==> src/rtl/ser_shift_seq.sv <==
// Sequencer for the bit-serial shifter: accepts one command, loads the shifter,
// streams the source until the shift amount is consumed, then opens a WIDTH-cycle result window.
module ser_shift_seq #(
    parameter int WIDTH = 32,
    parameter int CW    = 5
) (
    input  logic          i_clk,
    input  logic          i_rst_n,
    input  logic          i_req_valid,
    output logic          o_req_ready,
    input  logic [CW-1:0] i_req_shamt,
    input  logic          i_req_right,
    input  logic          i_req_arith,
    input  logic          i_flush,
    input  logic          i_src_msb,
    output logic          o_sh_load,
    output logic [CW-1:0] o_sh_shamt,
    output logic          o_sh_right,
    output logic          o_sh_signbit,
    input  logic          i_sh_done,
    output logic          o_src_en,
    output logic          o_dst_en,
    output logic          o_rsp_valid,
    output logic          o_rsp_err,
    input  logic          i_rsp_ready
);

    typedef enum logic [2:0] {IDLE, INIT, SKIP, RUN, RESP} state_t;

    // Last SKIP cycle before the done-timeout fires (counter then reaches 2*WIDTH-1).
    localparam logic [CW:0]   SKIP_LAST = (CW+1)'(2*WIDTH-2);
    localparam logic [CW-1:0] BIT_LAST  = CW'(WIDTH-1);

    state_t        state;
    logic [CW:0]   skip_cnt;
    logic [CW-1:0] bit_cnt;
    logic          arith_q;

    assign o_req_ready = (state == IDLE);

    // Strobes are registered alongside the state they belong to, so they are
    // valid for exactly the cycles the FSM spends in that state.
    always_ff @(posedge i_clk or negedge i_rst_n) begin
        if (!i_rst_n) begin
            state        <= IDLE;
            skip_cnt     <= '0;
            bit_cnt      <= '0;
            arith_q      <= 1'b0;
            o_sh_shamt   <= '0;
            o_sh_right   <= 1'b0;
            o_sh_signbit <= 1'b0;
            o_sh_load    <= 1'b0;
            o_src_en     <= 1'b0;
            o_dst_en     <= 1'b0;
            o_rsp_valid  <= 1'b0;
            o_rsp_err    <= 1'b0;
        end else begin
            o_sh_load <= 1'b0;
            o_src_en  <= 1'b0;
            o_dst_en  <= 1'b0;
            if (i_flush && state != IDLE) begin
                state       <= IDLE;
                o_rsp_valid <= 1'b0;
                o_rsp_err   <= 1'b0;
            end else begin
                case (state)
                    IDLE: begin
                        if (i_req_valid && !i_flush) begin
                            o_sh_shamt <= i_req_shamt;
                            o_sh_right <= i_req_right;
                            arith_q    <= i_req_arith;
                            o_sh_load  <= 1'b1;
                            state      <= INIT;
                        end
                    end
                    INIT: begin
                        o_sh_signbit <= i_src_msb & arith_q & o_sh_right;
                        skip_cnt     <= '0;
                        o_src_en     <= 1'b1;
                        state        <= SKIP;
                    end
                    SKIP: begin
                        skip_cnt <= skip_cnt + 1'b1;
                        if (i_sh_done) begin
                            bit_cnt  <= '0;
                            o_src_en <= 1'b1;
                            o_dst_en <= 1'b1;
                            state    <= RUN;
                        end else if (skip_cnt == SKIP_LAST) begin
                            o_rsp_valid <= 1'b1;
                            o_rsp_err   <= 1'b1;
                            state       <= RESP;
                        end else begin
                            o_src_en <= 1'b1;
                        end
                    end
                    RUN: begin
                        bit_cnt <= bit_cnt + 1'b1;
                        if (bit_cnt == BIT_LAST) begin
                            o_rsp_valid <= 1'b1;
                            o_rsp_err   <= 1'b0;
                            state       <= RESP;
                        end else begin
                            o_src_en <= 1'b1;
                            o_dst_en <= 1'b1;
                        end
                    end
                    RESP: begin
                        if (i_rsp_ready) begin
                            o_rsp_valid <= 1'b0;
                            o_rsp_err   <= 1'b0;
                            state       <= IDLE;
                        end
                    end
                    default: state <= IDLE;
                endcase
            end
        end
    end

endmodule

==> config.mk <==
export PLATFORM = sky130hd
export DESIGN_NAME = ser_shift_seq
export DESIGN_NICKNAME = d
export VERILOG_FILES = /design/src/rtl/ser_shift_seq.sv
export SDC_FILE = /design/constraint.sdc
export NUM_CORES = 1
export LEC_CHECK = 0
export BUFFER_PORTS_ARGS = -buffer_cell sky130_fd_sc_hd__buf_2
export CORE_AREA = 3 3 101 55
export DETAILED_ROUTE_END_ITERATION = 6
export DIE_AREA = 0 0 104 58
export GPL_TIMING_DRIVEN = 0
export PLACE_DENSITY_LB_ADDON = 0.25
export SLEW_MARGIN = 20
export SYNTH_ARGS = -nofsm -noshare
export SYNTH_HDL_FRONTEND = slang
export SYNTH_SLANG_ARGS = --single-unit
export TNS_END_PERCENT = 20
==> constraint.sdc <==
create_clock -name i_clk -period 2 [get_ports i_clk]
set_input_delay 0.6 -clock i_clk [delete_from_list [all_inputs] [get_ports i_clk]]
set_output_delay 0.6 -clock i_clk [all_outputs]
set_load 0.1 [all_outputs]
Word level (Yosys, flattened, before mapping)
Index checks and enable logic that the tools add are counted.
- add/sub/neg operators: 2
- eq/ne operators: 13
- bitwise gates (word level): 3
- reductions and logical operators: 14
- muxes and demuxes: 30
- operators with widths (operator ; count):
    3-bit 2-to-1 mux ; 6
    1-bit 2-to-1 mux ; 16
    3-bit case mux with 5 select lines ; 1
    3-bit != test (second input constant) ; 4
    6-bit case mux with 2 select lines ; 1
    5-bit case mux with 2 select lines ; 1
    1-bit case mux with 3 select lines ; 3
    6-bit by 1-bit adder with 6-bit output (second input constant) ; 1
    3-bit by 2-bit equality test with 1-bit output (second input constant) ; 2
    6-bit equality test (second input constant) ; 1
    3-bit AND reduction ; 2
    5-bit by 1-bit adder with 5-bit output (second input constant) ; 1
    5-bit equality test (second input constant) ; 1
    5-bit 2-to-1 mux ; 1
    5-bit AND reduction ; 1
    4-bit != test (second input constant) ; 1
    2-bit AND reduction ; 2
    4-bit AND reduction ; 1
    2-bit nonzero test ; 2
    4-bit nonzero test ; 1
    3-bit by 1-bit equality test with 1-bit output (second input constant) ; 1
    3-bit equality test (second input constant) ; 1
    3-bit zero test ; 1
    3-bit by 1-bit != test with 1-bit output (second input constant) ; 1
    7 further kinds ; 9
- bits in registers: 27
- output and inout port bits: 13
- word-level logic and storage cells: 74
- input port bits: 14

Logic depth before layout (Yosys ltp)
- word-level depth: 5
- depth in mapped cells: 7
- gate-level depth less buffers: 7

Worst setup path after synthesis
No wires, ideal clock.
- kind: register to register
- from: reg state[0]
- to: reg o_sh_right
- stages on the path, launching flop included: 5
- clock period less this slack: 2.279 ns
- setup time: 0.128 ns
- slack: -0.279 ns
- buffers on the path: 1
- data required time: 1.872 ns
- data arrival time: 2.150 ns
- path through: dfrtp_1 -> buf_4 -> nor3_4 -> nand3b_2 -> mux2_1
- elaborated cells on any way between the ends: 5
- classes of those cells: bitwise: 1; reduce/logical: 4
- RTL lines (element ; RTL line ; text):
    start: declaration ; 34 ; state_t state;
    start signal: assignment ; 45 ; state <= IDLE;
    start signal: assignment ; 62 ; state <= IDLE;
    start signal: assignment ; 73 ; state <= INIT;
    3-bit zero test ; -- ;
    named net o_req_ready ; 10 ; output logic o_req_ready,
    3-bit AND reduction (no source line) ; -- ;
    end signal: assignment ; 70 ; o_sh_right <= i_req_right;
    end: declaration ; 18 ; output logic o_sh_right,
The timed path passes the listed nets, and every way through them passes these cells.
A chain may end at the register's enable or synchronous reset.

Worst setup path after layout
- from: reg state[0]
- to: out o_req_ready
- longest elaborated chain between the ends: 1
- RTL lines (element ; RTL line ; text):
    3-bit zero test ; 39 ; assign o_req_ready = (state == IDLE);
    end: declaration ; 10 ;
Every way passes these cells.

==> results.cfg <==
[outcome]
status = complete, no violations

[synthesis]
synth_fp_nets = 142
synth_flop_cell = dfrtp_1
synth_edf_count = 0
synth_cell_types = 46
yosysWarningCount = 0
syn_area_um2 = 1390
synthArstFlopShare_pct = 100
syn_inst = 124
syn_area_per_cell_um2 = 11.2
synth-seq-cells = 27
ys_seq_area_share_pct = 48.7

[critical_path]
path_cells = buf_4 > nor3_4 > buf_12
worstPathRequired_ns = 1.40
cpMaxStageDelayCell = dfrtp_2
startpoint_type = register
cpPeakStageDelay_ns = 0.42
rrSetupSlack_ns = 0.09
crit_arrival_ns = 1.35
worstSetupPathType = reg -> out
end_kind = primary output
worst-path-max-fanout = 10

[route]
routed_wl_mm = 3.22
first_pass_iters = 4
routed-wl-met2_mm = 1.48
wl_met3_um = 101
ant_nets = 0
drtIter0Drc = 30
vias = 1072
wl_met1_mm = 1.62
maxUsedRoutingLayer = met4
viasPerCell = 4.70
wire_per_inst_um = 14.1
drc = 0

[job]
cap_viol_max_count = 0

[clock_tree]
clkSinkCount = 27
htree_levels = 1
cts_made_buffers = 3
cts_tree = yes
clock_path_buffers = 2
cts_hold_buf = 0
clk_pin_slew_worst_paths_ns = 0.10
insertion_delay_ns = 0.28
clock-root-buffer = clkbuf_8

[placement]
io_buffer_count = 26
dpl.hpwl_mm = 2.41
placed_cell_area_um2 = 1610
gp_congestion = 0.812
pre_cts_slack_ns = -0.0863

[timing]
timing.final.hold_violations = 0
finClkSkew_ns = 0.00860
setup_viol = 0
rsz0062_at_grt = yes
fmax_ghz = 0.514
slew_headroom_pct = 58.6
period_needed_ns = 1.95
whs_ns = 0.321
setup_ws_ns = 0.0530
finalMaxSlewViolations = 0
final.period_utilization_pct = 97.3
worst_pin_slew_ns = 0.621

[layout]
antennaDiodeCount = 0
final_cell_area_um2 = 1740
synthToLayoutAreaGrowth_pct = 25.2
final_nets = 177
drive_gt1_share_pct = 32.9

[floorplan]
die_x_um = 104
ioPinCount = 27
fp.dieH_um = 58
core_area_um2 = 4770
rows = 18
dieArea_um2 = 6030
start_util_pct = 29.1

[worst_hold_path]
hold_class = in -> async

[pwr]
peakVddDrop_mv = 0.557
p_per_area_nw_per_um2 = 1730
p_leak_nw = 0.801

[grt]
antenna_found_initial = 0
grt_usage_pct = 11.5
grt_overflow = 0
grt_pass1_vias = 1125
grt_max_degree = 28
grt_pass1_wl_mm = 5.62
==> cells by family after synthesis <==
| family | count (synthesis) | synth area share (%) |
|---|---|---|
| multiplexers | 9 | 7.12 |
| AND/OR/NAND/NOR | 43 | 20.1 |
| adder cells (fa/ha/maj) | 4 | 3.61 |
| buffers and inverters | 10 | 3.79 |
| flip-flops | 27 | 48.7 |
| XOR/XNOR | 6 | 3.79 |
| AO/OA/AOI/OAI | 25 | 12.9 |
==> power by group <==
| group | internal (mW) | switching, mW |
|---|---|---|
| Clock | 0.142 | 0.181 |
| Sequential | 0.732 | 0.120 |
| Combinational | 0.489 | 1.34 |
| Total | 1.36 | 1.64 |
==> metrics by stage <==
step | power, mW | std cells | util (%) | TNS [ns]
global placement | 2.53 | 220 | 33.8 | -0.305
detailed placement | 2.57 | 220 | 33.8 | -0.359
global route | 3.17 | 228 | 36.4 | -0.00219
floorplan | 2.26 | 124 | - | -1.64
finish | 3.00 | 228 | 36.4 | 0
CTS | 2.99 | 226 | 35.7 | 0
==> repair_timing <==
item / in CTS / in global routing
setup endpoints to repair: 4 / 4
resized for setup: 6 / 4
buffers inserted: 2 / 2
gates cloned: 0 / 0
pin swaps: 2 / 4
==> cell usage in the layout, fill, tap and decap left out, types with 3 or more instances in the layout <==
cell      instances
o21ai_1           6
dfrtp_1          26
xnor2_1           3
mux2_1            7
ha_1              3
buf_2            25
clkbuf_8          3
nand2_1           7
buf_4             6
nor2_1            8
xor2_1            3
inv_1             4
nand3_1           4
==> per-layer routing <==
layer | track usage, % | vias to the layer above
li1 | - | 516
met1 | 16.0 | 542
met2 | 19.5 | 12
met3 | 2.00 | 2
met4 | 1.70 | 0
met5 | 0 | -
==> cells in the mapped netlist, types with 2 or more instances <==
cell type | n | area (µm²)
nor3_1 | 3 | 15.0
nor2_1 | 8 | 30.0
a32o_1 | 2 | 20.0
nand3_1 | 4 | 20.0
o21ai_1 | 6 | 30.0
o211ai_1 | 2 | 15.0
a21oi_1 | 2 | 10.0
and2_1 | 2 | 12.5
nand2b_1 | 3 | 18.8
buf_4 | 2 | 15.0
mux2i_1 | 2 | 20.0
dfrtp_1 | 27 | 676
inv_2 | 2 | 7.51
nand2_1 | 7 | 26.3
inv_1 | 4 | 15.0
mux2_1 | 7 | 78.8
or3_1 | 2 | 12.5
ha_1 | 4 | 50.1
xnor2_1 | 3 | 26.3
xor2_1 | 3 | 26.3
o31ai_1 | 2 | 15.0
nand4_1 | 2 | 12.5
o21ai_0 | 2 | 10.0
==> critical path, delay by kind of cell (launching register included) <==
family / cells / cell delay, ns
AND/OR/NAND/NOR: 1 / 0.25
flip-flops: 1 / 0.42
buffers and inverters: 2 / 0.40
==> final cells by class <==
| type | count | area, µm² |
|---|---|---|
| flip-flops and latches | 27 | 677 |
| well taps | 70 | 87.6 |
| clock buffers | 3 | 41.3 |
| clock inverters | 1 | 7.51 |
| multi-input cells | 87 | 697 |
| fillers | 490 | 3040 |
| plain buffers | 4 | 30.0 |
| inverters | 6 | 22.5 |
| repair buffers | 30 | 175 |
==> final timing paths <==
kind,cells past startpoint,from,to
max in group asynchronous,1,i_rst_n,state[0]
min in group i_clk,1,o_sh_shamt[2],o_sh_shamt[2]
setup reg to reg,7,bit_cnt[0],state[2]
hold / removal,1,i_rst_n,bit_cnt[4]
setup / recovery,3,state[0],o_req_ready
hold reg to reg,1,o_sh_shamt[2],o_sh_shamt[2]
==> flip-flops by register name (all words and copies together) (netlist names) <==
register,flops
skip_cnt,6
bit_cnt,5
o_sh_shamt,5
state,3
arith_q,1
o_dst_en,1
o_rsp_err,1
o_rsp_valid,1
o_sh_load,1
o_sh_right,1
o_sh_signbit,1
o_src_en,1
No activity file was read; power rests on OpenSTA's default activity.
